### src/rtl/imm_gen_pipe.sv
// ---------------------------------------------------------------------------
// imm_gen_pipe
//   RISC-V immediate generator with a registered, back-pressured output.
//   Decode of the immediate, its format code and an illegal-opcode flag is
//   combinational. It is captured into an output register, or into a single
//   skid register when the output register is full and stalled. in_ready is a
//   register, so upstream timing never depends on out_ready.
//
// Parameters
//   XLEN          immediate / datapath width, 32 or 64
//   TAG_W         width of the opaque sideband tag
//   ILLEGAL_FILL  immediate presented for unrecognised opcodes
//
// Ports
//   clk          clock, rising edge
//   rst_n        synchronous active-low reset
//   in_valid     upstream instruction valid
//   in_ready     block can accept an instruction this cycle
//   in_instr     raw 32-bit instruction word
//   in_tag       sideband returned with the result
//   out_valid    result valid
//   out_ready    downstream accepts the result
//   out_imm      decoded immediate
//   out_fmt      0 I, 1 S, 2 B, 3 U, 4 J, 5 SHAMT, 6 ZIMM, 7 NONE
//   out_illegal  opcode not recognised for this XLEN
//   out_tag      tag of the result in the output register
//   illegal_cnt  saturating count of illegal results consumed downstream
// ---------------------------------------------------------------------------
module imm_gen_pipe #(
  parameter int              XLEN         = 32,
  parameter int              TAG_W        = 4,
  parameter logic [XLEN-1:0] ILLEGAL_FILL = {XLEN{1'b1}}
) (
  input  logic              clk,
  input  logic              rst_n,
  input  logic              in_valid,
  output logic              in_ready,
  input  logic [31:0]       in_instr,
  input  logic [TAG_W-1:0]  in_tag,
  output logic              out_valid,
  input  logic              out_ready,
  output logic [XLEN-1:0]   out_imm,
  output logic [2:0]        out_fmt,
  output logic              out_illegal,
  output logic [TAG_W-1:0]  out_tag,
  output logic [15:0]       illegal_cnt
);

  generate
    if (XLEN != 32 && XLEN != 64) begin : g_bad_xlen
      $error("imm_gen_pipe: XLEN must be 32 or 64");
    end
  endgenerate

  localparam logic [2:0] FMT_I     = 3'd0;
  localparam logic [2:0] FMT_S     = 3'd1;
  localparam logic [2:0] FMT_B     = 3'd2;
  localparam logic [2:0] FMT_U     = 3'd3;
  localparam logic [2:0] FMT_J     = 3'd4;
  localparam logic [2:0] FMT_SHAMT = 3'd5;
  localparam logic [2:0] FMT_ZIMM  = 3'd6;
  localparam logic [2:0] FMT_NONE  = 3'd7;

  localparam logic [6:0] OPC_LOAD    = 7'b0000011;
  localparam logic [6:0] OPC_MISCMEM = 7'b0001111;
  localparam logic [6:0] OPC_OPIMM   = 7'b0010011;
  localparam logic [6:0] OPC_AUIPC   = 7'b0010111;
  localparam logic [6:0] OPC_OPIMM32 = 7'b0011011;
  localparam logic [6:0] OPC_STORE   = 7'b0100011;
  localparam logic [6:0] OPC_OP      = 7'b0110011;
  localparam logic [6:0] OPC_LUI     = 7'b0110111;
  localparam logic [6:0] OPC_OP32    = 7'b0111011;
  localparam logic [6:0] OPC_BRANCH  = 7'b1100011;
  localparam logic [6:0] OPC_JALR    = 7'b1100111;
  localparam logic [6:0] OPC_JAL     = 7'b1101111;
  localparam logic [6:0] OPC_SYSTEM  = 7'b1110011;

  function automatic logic [15:0] sat_inc16(input logic [15:0] v);
    return (v == 16'hFFFF) ? v : v + 16'd1;
  endfunction

  // ---- stage p0: combinational decode ----
  logic [6:0]            w_opc_p0;
  logic [2:0]            w_f3_p0;
  logic                  w_is_shift_p0;
  logic signed [11:0]    w_imm_i_p0;
  logic signed [11:0]    w_imm_s_p0;
  logic signed [12:0]    w_imm_b_p0;
  logic signed [31:0]    w_imm_u_p0;
  logic signed [20:0]    w_imm_j_p0;
  logic [XLEN-1:0]       w_shamt_p0;
  logic [XLEN-1:0]       w_dec_imm_p0;
  logic [2:0]            w_dec_fmt_p0;
  logic                  w_dec_ill_p0;

  assign w_opc_p0      = in_instr[6:0];
  assign w_f3_p0       = in_instr[14:12];
  assign w_is_shift_p0 = (w_f3_p0[1:0] == 2'b01);
  assign w_imm_i_p0    = in_instr[31:20];
  assign w_imm_s_p0    = {in_instr[31:25], in_instr[11:7]};
  assign w_imm_b_p0    = {in_instr[31], in_instr[7], in_instr[30:25], in_instr[11:8], 1'b0};
  assign w_imm_u_p0    = {in_instr[31:12], 12'h000};
  assign w_imm_j_p0    = {in_instr[31], in_instr[19:12], in_instr[20], in_instr[30:21], 1'b0};
  // RV64 shifts take a 6-bit shamt, RV32 a 5-bit one.
  assign w_shamt_p0    = (XLEN == 64) ? XLEN'(in_instr[25:20]) : XLEN'(in_instr[24:20]);

  always_comb begin
    w_dec_imm_p0 = '0;
    w_dec_fmt_p0 = FMT_NONE;
    w_dec_ill_p0 = 1'b0;
    case (w_opc_p0)
      OPC_JALR, OPC_LOAD: begin
        w_dec_imm_p0 = XLEN'(w_imm_i_p0);
        w_dec_fmt_p0 = FMT_I;
      end
      OPC_OPIMM: begin
        if (w_is_shift_p0) begin
          w_dec_imm_p0 = w_shamt_p0;
          w_dec_fmt_p0 = FMT_SHAMT;
        end else begin
          w_dec_imm_p0 = XLEN'(w_imm_i_p0);
          w_dec_fmt_p0 = FMT_I;
        end
      end
      OPC_OPIMM32: begin
        if (XLEN == 64) begin
          // *W shifts always use a 5-bit shamt, even on RV64.
          if (w_is_shift_p0) begin
            w_dec_imm_p0 = XLEN'(in_instr[24:20]);
            w_dec_fmt_p0 = FMT_SHAMT;
          end else begin
            w_dec_imm_p0 = XLEN'(w_imm_i_p0);
            w_dec_fmt_p0 = FMT_I;
          end
        end else begin
          w_dec_ill_p0 = 1'b1;
        end
      end
      OPC_STORE: begin
        w_dec_imm_p0 = XLEN'(w_imm_s_p0);
        w_dec_fmt_p0 = FMT_S;
      end
      OPC_BRANCH: begin
        w_dec_imm_p0 = XLEN'(w_imm_b_p0);
        w_dec_fmt_p0 = FMT_B;
      end
      OPC_LUI, OPC_AUIPC: begin
        w_dec_imm_p0 = XLEN'(w_imm_u_p0);
        w_dec_fmt_p0 = FMT_U;
      end
      OPC_JAL: begin
        w_dec_imm_p0 = XLEN'(w_imm_j_p0);
        w_dec_fmt_p0 = FMT_J;
      end
      OPC_SYSTEM: begin
        // funct3[2] selects the CSR*I forms whose rs1 field is a zimm.
        if (w_f3_p0[2]) begin
          w_dec_imm_p0 = XLEN'(in_instr[19:15]);
          w_dec_fmt_p0 = FMT_ZIMM;
        end
      end
      OPC_OP, OPC_MISCMEM: begin
        w_dec_fmt_p0 = FMT_NONE;
      end
      OPC_OP32: begin
        if (XLEN != 64) w_dec_ill_p0 = 1'b1;
      end
      default: begin
        w_dec_ill_p0 = 1'b1;
      end
    endcase
    if (w_dec_ill_p0) begin
      w_dec_imm_p0 = ILLEGAL_FILL;
      w_dec_fmt_p0 = FMT_NONE;
    end
  end

  // ---- stage p1: output register + skid register ----
  logic                  r_in_ready;
  logic                  r_out_vld_p1;
  logic [XLEN-1:0]       r_out_imm_p1;
  logic [2:0]            r_out_fmt_p1;
  logic                  r_out_ill_p1;
  logic [TAG_W-1:0]      r_out_tag_p1;
  logic                  r_skid_vld_p1;
  logic [XLEN-1:0]       r_skid_imm_p1;
  logic [2:0]            r_skid_fmt_p1;
  logic                  r_skid_ill_p1;
  logic [TAG_W-1:0]      r_skid_tag_p1;
  logic [15:0]           r_illegal_cnt;

  logic                  w_acc;
  logic                  w_cons;
  logic                  w_out_free;

  assign w_acc      = in_valid && r_in_ready;
  assign w_cons     = r_out_vld_p1 && out_ready;
  assign w_out_free = !r_out_vld_p1 || out_ready;

  always_ff @(posedge clk) begin
    if (!rst_n) begin
      r_in_ready    <= 1'b1;
      r_out_vld_p1  <= 1'b0;
      r_skid_vld_p1 <= 1'b0;
      r_out_imm_p1  <= '0;
      r_out_fmt_p1  <= FMT_NONE;
      r_out_ill_p1  <= 1'b0;
      r_out_tag_p1  <= '0;
      r_illegal_cnt <= '0;
    end else begin
      if (w_cons && r_out_ill_p1) r_illegal_cnt <= sat_inc16(r_illegal_cnt);
      if (w_out_free) begin
        // A full skid implies in_ready was low, so nothing new is accepted here.
        if (r_skid_vld_p1) begin
          r_out_vld_p1  <= 1'b1;
          r_out_imm_p1  <= r_skid_imm_p1;
          r_out_fmt_p1  <= r_skid_fmt_p1;
          r_out_ill_p1  <= r_skid_ill_p1;
          r_out_tag_p1  <= r_skid_tag_p1;
          r_skid_vld_p1 <= 1'b0;
          r_in_ready    <= 1'b1;
        end else if (w_acc) begin
          r_out_vld_p1  <= 1'b1;
          r_out_imm_p1  <= w_dec_imm_p0;
          r_out_fmt_p1  <= w_dec_fmt_p0;
          r_out_ill_p1  <= w_dec_ill_p0;
          r_out_tag_p1  <= in_tag;
        end else begin
          r_out_vld_p1  <= 1'b0;
        end
      end else if (w_acc) begin
        r_skid_vld_p1 <= 1'b1;
        r_in_ready    <= 1'b0;
      end
    end
  end

  always_ff @(posedge clk) begin
    if (!w_out_free && w_acc) begin
      r_skid_imm_p1 <= w_dec_imm_p0;
      r_skid_fmt_p1 <= w_dec_fmt_p0;
      r_skid_ill_p1 <= w_dec_ill_p0;
      r_skid_tag_p1 <= in_tag;
    end
  end

  assign in_ready    = r_in_ready;
  assign out_valid   = r_out_vld_p1;
  assign out_imm     = r_out_imm_p1;
  assign out_fmt     = r_out_fmt_p1;
  assign out_illegal = r_out_ill_p1;
  assign out_tag     = r_out_tag_p1;
  assign illegal_cnt = r_illegal_cnt;

endmodule

### config.mk
export PLATFORM = sky130hd
export DESIGN_NAME = imm_gen_pipe
export DESIGN_NICKNAME = d
export VERILOG_FILES = /design/src/rtl/imm_gen_pipe.sv
export SDC_FILE = /design/constraint.sdc
export NUM_CORES = 1
export LEC_CHECK = 0
export ABC_AREA = 1
export BUFFER_PORTS_ARGS = -buffer_cell sky130_fd_sc_hd__buf_2
export CELL_PAD_IN_SITES_DETAIL_PLACEMENT = 1
export CELL_PAD_IN_SITES_GLOBAL_PLACEMENT = 1
export CORE_ASPECT_RATIO = 1.75
export CORE_MARGIN = 4
export CORE_UTILIZATION = 43
export DETAILED_ROUTE_END_ITERATION = 7
export PLACE_DENSITY_LB_ADDON = 0.25
export SETUP_SLACK_MARGIN = 0.15
export SYNTH_ARGS = -nofsm -noshare
export SYNTH_HDL_FRONTEND = slang
export SYNTH_SLANG_ARGS = --single-unit
### constraint.sdc
create_clock -name clk -period 5.2 [get_ports clk]
set_input_delay 1.04 -clock clk [delete_from_list [all_inputs] [get_ports clk]]
set_output_delay 1.04 -clock clk [all_outputs]
set_load 0.05 [all_outputs]
==> run summary, run 1 <==
Worst R2R End -> illegal_cnt[7]$_SDFFE_PN0P_
Skew-Pair Late Insertion Delay -> 340 ps
slew margin rel. -> 0.3791
Cell Area, Placed -> 5705 µm²
crit-path max cell delay -> 680 ps
hold buffer count at cts -> 0
DRC -> 0
Worst setup SP type -> input port
most frequent cell after synthesis -> nand2_1
vias in the first global route -> 5362
Slew Limit Fails -> 0
Resized cells post-CTS -> 0
Arr. time, crit path -> 3560 ps
CP max stage cell -> nor2_1
antenna cells -> 0
cells on worst reg2reg path -> 10
Mapped Nets -> 762
Seq/Total Area, Yosys -> 0.4584
flip-flop and latch count after synthesis -> 99
crit path kind -> in2reg
Async S/R FF share, synth -> 0
placed insts -> 920
synth unique cells -> 29
GP Congestion -> 0.9558
Area Overhead vs Synth -> 15.41%
die span in y -> 153.4 µm
num rows -> 52
final instance area -> 5998 µm²
routed wire length -> 15.54 mm
vias per cell -> 5.330
CP Max Fanout -> 41
CTS clk-pin slew, worst paths -> 70 ps
clk_skew -> 8.230 ps
Post-CTS Setup Repair Bufs -> 0
pre-CTS setup slack -> 1506 ps
CTS tree -> done
die area -> 13980 µm²
Synth Warn # -> 0
top cells by instance count after synthesis -> nand2_1 (208), nor2_1 (126), nand3_1 (79)
min-delay src -> out_imm[27]$_SDFFE_PN0P_
max cap viols -> 0
Routed Antenna Nets -> 0
Hold Fails Final Rpt -> 0
Port-buffer cells -> 97
post-synth top area share -> 0.2311
Main synth FF type -> dfxtp_1
Root Driver -> clkbuf_16
syn avg cell area -> 7.209 µm²
LEAKAGE -> 2.622 nW
buffer and inverter count on the worst path -> 4
layout cells sized above 1 -> 0.2047
Worst VDD drop -> 0.1525 mV
CTS Buffer Depth -> 2
status -> complete, no violations
worst setup margin -> 1833 ps
crit-path most repeated cell -> nand2_1
average routed wire per standard cell -> 16.60 µm
DRT Pass-1 Iters -> 4
initial core utilization -> 0.4438
first-pass GRT wire length -> 25.75 mm
htree depth -> 3
Post-Syn Area -> 5197 µm²
gr usage total -> 0.2259
number of CTS-inserted buffers -> 9
worst-path cell chain -> buf_2 -> inv_2 -> nand2_1 -> nor2_1 -> nand2_1 -> nand3_2 -> inv_2 -> nand3_2 -> buf_4 -> nand3_1 -> nand2_1 -> a21oi_1
grt ovf -> 0
Die W -> 91.11 µm
setup TNS -> 0 ps
Iteration-0 DRC Markers -> 254
Total Power -> 1.882 mW
initial antenna violation count -> 0
top cell type by total area after synthesis -> edfxtp_1
CP Capture Type -> flip-flop
power per cell area -> 313.7 nW/µm²
vias after detailed routing -> 4989
Min-Delay Endpoint -> out_imm[27]$_SDFFE_PN0P_
final count of negative-setup-slack endpoints -> 0
Worst Hold Depth -> 2
fin nets -> 837
CORE AREA -> 11710 µm²
CP Data Required Time -> 5390 ps
Worst R2R Start -> illegal_cnt[0]$_SDFFE_PN0P_
Period minus WS final -> 3367 ps
dpl hpwl -> 11.62 mm
HP Class -> reg2reg
EDFF count, synth -> 40
CTS sink count -> 99
final period utilization -> 0.6476
Fmax -> 0.2970 GHz
unrepaired setup endpoints after global routing -> false
largest net degree at the start of global routing -> 72
Finished Layout Cells -> 936
synth top area cells -> edfxtp_1 (23%), dfxtp_1 (23%), nand2_1 (15%), nor2_1 (9.1%), nand3_1 (7.6%)
R2R Setup Slk -> 2910 ps
Post-Synthesis Cells -> 721
# IOs -> 98
actual slew at the worst max-slew pin -> 922.9 ps
critical path's top delay family -> simple AND/OR/NAND/NOR gates
==> tightest hold or removal path: cells and delay by family (launching register included) <==
family / cells / cell delay, ps
AO/OA/AOI/OAI: 1 / 50
flip-flops: 1 / 310
AND/OR/NAND/NOR: 1 / 60
==> routing by layer <==
layer	global-route usage	routed length (µm)
met4	0.09065	523
met5	0	0
met1	0.2385	5840
met3	0.02705	427
met2	0.4417	8748
==> power breakdown <==
part | leakage, nW | internal (mW) | switching, mW
combinational | 1.62 | 0.0832 | 0.261
clock | 0.147 | 0.375 | 0.289
sequential | 0.851 | 0.852 | 0.0220
==> worst max path at each step <==
stage | from | end | slack (ps) | cells past startpoint
after floorplan | out_ready | in_ready$_SDFFE_PN1P_ | 1820 | 4
final | in_instr[3] | out_imm[26]$_SDFFE_PN0P_ | 1830 | 12
after global placement | in_instr[3] | out_imm[16]$_SDFFE_PN0P_ | 1640 | 12
after detailed placement | in_instr[3] | out_imm[31]$_SDFFE_PN0P_ | 1510 | 12
after CTS | in_instr[3] | out_imm[26]$_SDFFE_PN0P_ | 1820 | 12
after global routing | in_instr[3] | out_imm[11]$_SDFFE_PN0P_ | 1560 | 12
==> registers in the layout, summed over array words and instances, names as in the netlist <==
name	cells
illegal_cnt	16
out_illegal	1
out_fmt	3
out_imm	32
r_skid_vld_p1	1
r_skid_imm_p1	32
in_ready	1
out_tag	4
r_skid_ill_p1	1
r_skid_tag_p1	4
r_skid_fmt_p1	3
out_valid	1
==> layout make-up <==
cell class,count,area (µm²)
well taps,135,168.9
flip-flops and latches,99,2382
fillers,1555,5713
clock inverters,6,63.81
multi-input cells,541,2470
inverters,43,161.4
clock buffers,10,229.0
repair buffers,102,523.0
==> stage by stage <==
step	hold slack [ps]	utilization
final	466.1	0.5122
after floorplan	496.1	-
after CTS	469.7	0.5122
after detailed placement	458.4	0.4872
after global routing	491.7	0.5122
after global placement	452.7	0.4872
==> logic make-up (layout without fill, tap and decap cells) <==
family                   Yosys count  after routing  share of synthesized area
AND/OR/NAND/NOR                  456            456                     0.3770
adder cells (fa/ha/maj)            1              1                   0.002407
flip-flops                        99             99                     0.4584
buffers and inverters             81            161                    0.06837
XOR/XNOR                           6              6                    0.01011
AO/OA/AOI/OAI                     78             78                    0.08377
==> cell usage in the layout, fill, tap and decap left out, drive strengths merged <==
cell      n
xor2      6
buf     102
inv      44
o21bai    1
nand2   217
ha        1
a21oi    48
nor2    133
nand3    91
dfxtp    59
nor3      8
a31oi     4
nor3b     1
edfxtp   40
nor4      1
clkinv    4
o21ai    25
nand4     5
bufinv    1
clkbuf   10
Note: power is estimated with default switching activity, not from simulation.
==> run 2: changes to the inputs <==
--- a/config.mk
+++ b/config.mk
@@ -11,7 +11,7 @@
 export CELL_PAD_IN_SITES_GLOBAL_PLACEMENT = 1
 export CORE_ASPECT_RATIO = 1.75
 export CORE_MARGIN = 4
-export CORE_UTILIZATION = 43
+export CORE_UTILIZATION = 36
 export DETAILED_ROUTE_END_ITERATION = 7
 export PLACE_DENSITY_LB_ADDON = 0.25
 export SETUP_SLACK_MARGIN = 0.15
==> constraint.sdc (replaced) <==
create_clock -name clk -period 2.9 [get_ports clk]
set_input_delay 0.58 -clock clk [delete_from_list [all_inputs] [get_ports clk]]
set_output_delay 0.58 -clock clk [all_outputs]
set_load 0.05 [all_outputs]
==> run 2 against run 1 <==
  * Final cell count increased by 5.1%
  * Utilization decreased by 7.5 points
  * Setup slack got worse by 1100 ps
  * Highest routed layer unchanged
==> run summary, run 2 (synthesis results as in run 1) <==
layout cells sized above 1 -> 0.2119 (+0.007152)
CP Max Fanout -> 14 (-66%)
die area -> 16500 µm² (+18%)
cells on worst reg2reg path -> 10 (unchanged)
Die W -> 98.83 µm (+8.5%)
Min-Delay Endpoint -> r_skid_tag_p1[2]$_DFFE_PP_
CORE AREA -> 14050 µm² (+20%)
Slew Limit Fails -> 0 (unchanged)
setup TNS -> 0 ps (unchanged)
antenna cells -> 0 (unchanged)
Reg area -> 2382 µm² (unchanged)
Period minus WS final -> 2154 ps
Pint -> 2.441 mW (+86%)
status -> complete, no violations
number of CTS-inserted buffers -> 9 (unchanged)
vias after detailed routing -> 4977 (-0.24%)
hold buffer count at cts -> 0 (unchanged)
CTS tree -> done
Gate power share -> 0.179 (-0.004)
DRT Pass-1 Iters -> 4 (unchanged)
routed wire length -> 15.36 mm (-1.1%)
Fillers -> 1820 (+17%)
GP Congestion -> 0.8744 (-8.5%)
Worst Hold Depth -> 1 (-1)
# IOs -> 98 (unchanged)
first-pass GRT wire length -> 24.78 mm (-3.8%)
Fmax -> 0.4642 GHz
CTS Buffer Depth -> 2 (unchanged)
Post-CTS Setup Repair Bufs -> 0 (unchanged)
Resized cells post-CTS -> 0 (unchanged)
CTS sink count -> 99 (unchanged)
Arr. time, crit path -> 2380 ps (-1180 ps)
commonest non-fill, non-tap cell in the layout -> nand2_1
Routed Antenna Nets -> 0 (unchanged)
num rows -> 57 (+9.6%)
Worst VDD drop -> 0.3105 mV (+100%)
final period utilization -> 0.7428
average routed wire per standard cell -> 15.61 µm (-6.0%)
largest net degree at the start of global routing -> 72 (unchanged)
CP Data Required Time -> 3130 ps (-2260 ps)
fin nets -> 843 (+0.72%)
R2R Setup Slk -> 750 ps (-2160 ps)
CP Capture Type -> flip-flop
vias in the first global route -> 5197 (-3.1%)
initial core utilization -> 0.3699 (-0.07387)
Sw Share -> 0.2991 (-0.004936)
die span in y -> 167.0 µm (+8.8%)
Critical Path Start -> illegal_cnt[0]$_SDFFE_PN0P_
slew margin rel. -> 0.5062 (+0.1271)
Clock power frac -> 0.371 (+0.018)
Skew-Pair Late Insertion Delay -> 340 ps (about the same)
HP Class -> in2reg
Worst setup SP type -> flip-flop
footprint of the multi-input gates -> 2470 µm² (unchanged)
min-delay src -> in_tag[2]
power per cell area -> 566.9 nW/µm² (+81%)
Area Overhead vs Synth -> 18.20%
unrepaired setup endpoints after global routing -> false
dpl hpwl -> 11.60 mm (-0.22%)
Final Hold Slack -> 436.7 ps (-29.32 ps)
register share of total power -> 0.449 (-0.015)
max cap viols -> 0 (unchanged)
grt ovf -> 0 (unchanged)
final core occ -> 0.4373 (-0.07492)
gr usage total -> 0.1840 (-0.04193)
Root Driver -> clkbuf_16
final count of negative-setup-slack endpoints -> 0 (unchanged)
Worst R2R Start -> illegal_cnt[0]$_SDFFE_PN0P_
Iteration-0 DRC Markers -> 206 (-19%)
actual slew at the worst max-slew pin -> 740.8 ps (-182.2 ps)
crit path kind -> reg2reg
vias per cell -> 5.058 (-5.1%)
initial antenna violation count -> 0 (unchanged)
CTS clk-pin slew, worst paths -> 70 ps (about the same)
LEAKAGE -> 2.674 nW (+2.0%)
Psw -> 1.042 mW (+82%)
DRC -> 0 (unchanged)
most frequent cells in the layout -> nand2_1 (207), nor2_1 (125), buf_2 (97)
clk_skew -> 5.914 ps (-2.316 ps)
Worst R2R End -> illegal_cnt[7]$_SDFFE_PN0P_
htree depth -> 3 (unchanged)
Hold Fails Final Rpt -> 0 (unchanged)
Port-buffer cells -> 97 (unchanged)
## run 2: cell count changes in the layout (fill, tap and decap cells not counted), sizes merged
| cell | delta |
|---|---|
| clkbuf | -1 |
| buf | +6 |
| bufinv | +1 |
## run 2: critical path, cell delays in order, from the launching register on
cell	delay [ps]
dfxtp_1	420
ha_1	220
nand3_1	120
nor3_1	150
nand3_1	90
nand2_1	300
inv_1	320
nand2_1	210
o21ai_0	100
nand2_1	60
nor2_1	40
## run 2: cell type report
class / count / area share
Multi-Input combinational cell: 541 / 0.4020
Sequential cell: 99 / 0.3878
Timing Repair Buffer: 108 / 0.09654
Clock buffer: 9 / 0.03666
Tap cell: 177 / 0.03605
Inverter: 43 / 0.02627
Clock inverter: 7 / 0.01466
## run 2: worst max path at each step
stage                                        endpoint  cells past startpoint
after global placement       out_imm[21]$_SDFFE_PN0P_                     12
after global routing      illegal_cnt[7]$_SDFFE_PN0P_                     10
final                     illegal_cnt[7]$_SDFFE_PN0P_                     10
after CTS                 illegal_cnt[7]$_SDFFE_PN0P_                     10
after floorplan            r_skid_fmt_p1[0]$_DFFE_PP_                      4
after detailed placement     out_imm[26]$_SDFFE_PN0P_                     12
## run 2: power by group through the flow
stage,Clock (mW),Combinational (mW),Sequential (mW)
6_report,1.29,0.625,1.56
3_3_place_gp,0,0.619,1.59
5_1_grt,1.36,0.678,1.58
4_1_cts,1.32,0.635,1.57
2_1_floorplan,0,0.241,1.80
3_5_place_dp,0,0.633,1.60
## run 2: per-layer routing
metal / GRT usage / vias to the layer above / share of wire
met2: 0.3498 / 93 / 0.54
met4: 0.07134 / 0 / 0.028
met5: 0 / - / 0
met1: 0.2001 / 2359 / 0.40
li1: - / 2497 / -
met3: 0.02553 / 28 / 0.032
## run 2: stage by stage
stage               instance area, µm²  instances  setup slack (ps)  total power, mW
global route                      6143        984             477.7            3.618
global placement                  5828        968             504.4            2.214
finish                            6143        984             745.8            3.483
detailed placement                5828        968             441.2            2.231
floorplan                         5200        721             552.4            2.042
CTS                               6143        984             744.4            3.521
==> run 3: changes to the inputs <==
--- a/config.mk
+++ b/config.mk
@@ -5,13 +5,13 @@
 export SDC_FILE = /design/constraint.sdc
 export NUM_CORES = 1
 export LEC_CHECK = 0
-export ABC_AREA = 1
+export ABC_AREA = 0
 export BUFFER_PORTS_ARGS = -buffer_cell sky130_fd_sc_hd__buf_2
 export CELL_PAD_IN_SITES_DETAIL_PLACEMENT = 1
 export CELL_PAD_IN_SITES_GLOBAL_PLACEMENT = 1
 export CORE_ASPECT_RATIO = 1.75
 export CORE_MARGIN = 4
-export CORE_UTILIZATION = 36
+export CORE_UTILIZATION = 42
 export DETAILED_ROUTE_END_ITERATION = 7
 export PLACE_DENSITY_LB_ADDON = 0.25
 export SETUP_SLACK_MARGIN = 0.15
==> constraint.sdc (replaced) <==
create_clock -name clk -period 2.1 [get_ports clk]
set_input_delay 0.42 -clock clk [delete_from_list [all_inputs] [get_ports clk]]
set_output_delay 0.42 -clock clk [all_outputs]
set_load 0.05 [all_outputs]
==> run 3 against run 2 <==
  * Non-clock buffer count up 37
  * Fmax rose by 18%
  * Clock power increased by 31%
  * Sequential cell count unchanged
  * Sequential power up 38%
  * Final cell count is 25% lower
  * Clock skew up 2.9 ps
  * Global-route usage is 5.6 points higher
  * First-iteration DRC count decreased by 12%
  * Count of clock-buffer cells in the layout is 2 higher
  * Area after synthesis decreased by 9.2%
  * Wire length decreased by 0.95%
  * Critical endpoint is now illegal_cnt[9]$_SDFFE_PN0P_
  * Largest cell class is now registers
==> run summary, run 3 <==
CP Max Fanout -> 11 (-3)
Root Driver -> clkbuf_16
Mapped Nets -> 516 (-32%)
synth unique cells -> 60 (+110%)
final period utilization -> 0.8694 (+0.1265)
number of CTS-inserted buffers -> 9 (unchanged)
Psw -> 1.352 mW (+30%)
Die W -> 88.11 µm (-11%)
Skew-Pair Late Insertion Delay -> 340 ps (about the same)
vias per cell -> 5.725 (+13%)
Gate power share -> 0.173 (-0.006)
antenna cells -> 0 (unchanged)
hold buffer count at cts -> 0 (unchanged)
Worst R2R End -> illegal_cnt[9]$_SDFFE_PN0P_
layout cells sized above 1 -> 0.3250 (+0.1131)
most frequent cells in the layout -> buf_2 (97), nand2_1 (70), dfxtp_1 (56)
initial antenna violation count -> 0 (unchanged)
Min-Delay Endpoint -> r_skid_tag_p1[2]$_DFFE_PP_
final count of negative-setup-slack endpoints -> 0 (unchanged)
CTS tree -> done
Worst VDD drop -> 0.4888 mV (+57%)
CTS Buffer Depth -> 2 (unchanged)
Area Overhead vs Synth -> 25.81%
actual slew at the worst max-slew pin -> 497.2 ps (-243.6 ps)
Clock power frac -> 0.364 (-0.007)
num rows -> 51 (-11%)
CORE AREA -> 11040 µm² (-21%)
Worst Hold Depth -> 1 (unchanged)
unrepaired setup endpoints after global routing -> false
cells on worst reg2reg path -> 6 (-4)
first-pass GRT wire length -> 24.01 mm (-3.1%)
Cell Area, Placed -> 5600 µm² (-3.9%)
dpl hpwl -> 11.35 mm (-2.2%)
top cell type by total area after synthesis -> edfxtp_1
commonest non-fill, non-tap cell in the layout -> buf_2
synth top area cells -> edfxtp_1 (25%), dfxtp_1 (25%), nand2_1 (5.6%), nand3b_1 (4.6%), o211ai_1 (2.7%)
post-synth top area share -> 0.2546 (+0.02354)
vias after detailed routing -> 4208 (-15%)
initial core utilization -> 0.4273 (+0.05736)
die area -> 13060 µm² (-21%)
Routed Antenna Nets -> 0 (unchanged)
largest net degree at the start of global routing -> 35 (-51%)
routed wire length -> 15.22 mm (-0.95%)
die span in y -> 148.2 µm (-11%)
power per cell area -> 782.7 nW/µm² (+38%)
Period minus WS final -> 1826 ps (-328.6 ps)
slew margin rel. -> 0.6655 (+0.1593)
CP Capture Type -> flip-flop
crit path kind -> reg2reg
Async S/R FF share, synth -> 0 (unchanged)
clk_skew -> 8.787 ps (+2.873 ps)
Worst setup SP type -> flip-flop
grt ovf -> 0 (unchanged)
fin nets -> 639 (-24%)
average routed wire per standard cell -> 20.70 µm (+33%)
GP Congestion -> 0.8968 (+2.6%)
Main synth FF type -> dfxtp_1
flip-flop and latch count after synthesis -> 99 (unchanged)
DRT Pass-1 Iters -> 4 (unchanged)
EDFF count, synth -> 40 (unchanged)
most frequent cell after synthesis -> nand2_1
Post-Synthesis Cells -> 475 (-34%)
CTS sink count -> 99 (unchanged)
register share of total power -> 0.463 (+0.014)
vias in the first global route -> 4468 (-14%)
# IOs -> 98 (unchanged)
top cells by instance count after synthesis -> nand2_1 (70), dfxtp_1 (59), edfxtp_1 (40)
Pint -> 3.293 mW (+35%)
Iteration-0 DRC Markers -> 181 (-12%)
Port-buffer cells -> 97 (unchanged)
min-delay src -> in_tag[2]
Post-Syn Area -> 4717 µm² (-9.2%)
pre-CTS setup slack -> -205.6 ps (-646.8 ps)
Hold Fails Final Rpt -> 0 (unchanged)
Critical Path Start -> illegal_cnt[0]$_SDFFE_PN0P_
Synth Warn # -> 0 (unchanged)
R2R Setup Slk -> 270 ps (-470 ps)
Seq/Total Area, Yosys -> 0.5050 (+0.04669)
final instance area -> 5934 µm² (-3.4%)
Final Hold Slack -> 268.5 ps (-168.3 ps)
LEAKAGE -> 2.276 nW (-15%)
syn avg cell area -> 9.931 µm² (+38%)
Slew Limit Fails -> 0 (unchanged)
setup TNS -> 0 ps (unchanged)
final core occ -> 0.5376 (+0.1003)
Fmax -> 0.5477 GHz (+18%)
Worst R2R Start -> illegal_cnt[0]$_SDFFE_PN0P_
Arr. time, crit path -> 2040 ps (-340 ps)
max cap viols -> 0 (unchanged)
gr usage total -> 0.2397 (+0.05577)
Post-CTS Setup Repair Bufs -> 0 (unchanged)
HP Class -> in2reg
Sw Share -> 0.2911 (-0.008036)
DRC -> 0 (unchanged)
CTS clk-pin slew, worst paths -> 70 ps (about the same)
CP Data Required Time -> 2320 ps (-810 ps)
worst setup margin -> 274.3 ps (-471.4 ps)
htree depth -> 3 (unchanged)
status -> complete, no violations
run 3: stage by stage:
stage               std cells  power [mW]
floorplan                 475       2.719
global placement          719       2.975
detailed placement        719       2.995
CTS                       735       4.680
global route              735       4.835
finish                    735       4.645
run 3: cell families (layout without fill, tap and decap cells):
group	Yosys count	after routing	synth area share
buffers and inverters	39	167	0.04271
muxes	6	6	0.01273
DFF	99	99	0.5050
AOI/OAI and AO/OA	119	119	0.1865
xor gates and xnor gates	14	14	0.02600
and+or+nand+nor	197	197	0.2244
adders and majority gates	1	1	0.002652
run 3: power groups by stage:
stage               sequential (mW)  combinational [mW]  clock (mW)
floorplan                      2.45               0.271           0
global placement               2.19               0.784           0
detailed placement             2.19               0.800           0
CTS                            2.15               0.808        1.72
global route                   2.16               0.853        1.82
finish                         2.15               0.802        1.69
run 3: routing by layer:
metal / global-route usage / wire [µm] / vias up
met5: 0 / 0 / -
met4: 0.09380 / 503 / 0
met3: 0.04213 / 625 / 25
met2: 0.4479 / 8402 / 114
met1: 0.2596 / 5684 / 2067
li1: - / - / 2002
run 3: how the worst max path moves through the flow:
stage / endpoint / slack (ps)
2_1_floorplan: r_skid_imm_p1[21]$_DFFE_PP_ / 10
3_3_place_gp: r_skid_imm_p1[27]$_DFFE_PP_ / -80
6_report: illegal_cnt[9]$_SDFFE_PN0P_ / 270
3_5_place_dp: out_imm[16]$_SDFFE_PN0P_ / -210
5_1_grt: out_imm[9]$_SDFFE_PN0P_ / 170
4_1_cts: r_skid_imm_p1[13]$_DFFE_PP_ / 160
run 3: worst max-delay path, cell delays in order (launching register included):
cell	delay (ps)
dfxtp_2	360
ha_1	270
and3_1	200
and4_2	320
nor4b_2	330
xnor2_1	170
nor2_1	50
run 3: cell type report:
type | count | area [µm²]
flip-flops and latches | 99 | 2389
well taps | 132 | 165.2
clock buffers | 11 | 242.7
clock inverters | 5 | 61.31
inverters | 6 | 27.53
fillers | 1294 | 5105
multi-input cells | 337 | 2178
repair buffers | 145 | 870.8
run 3: repair_timing:
| item | CTS | global route |
|---|---|---|
| gates resized for setup | 2 | 5 |
| setup endpoints to repair | 5 | 26 |
| endpoints found under the hold margin | 0 | 0 |
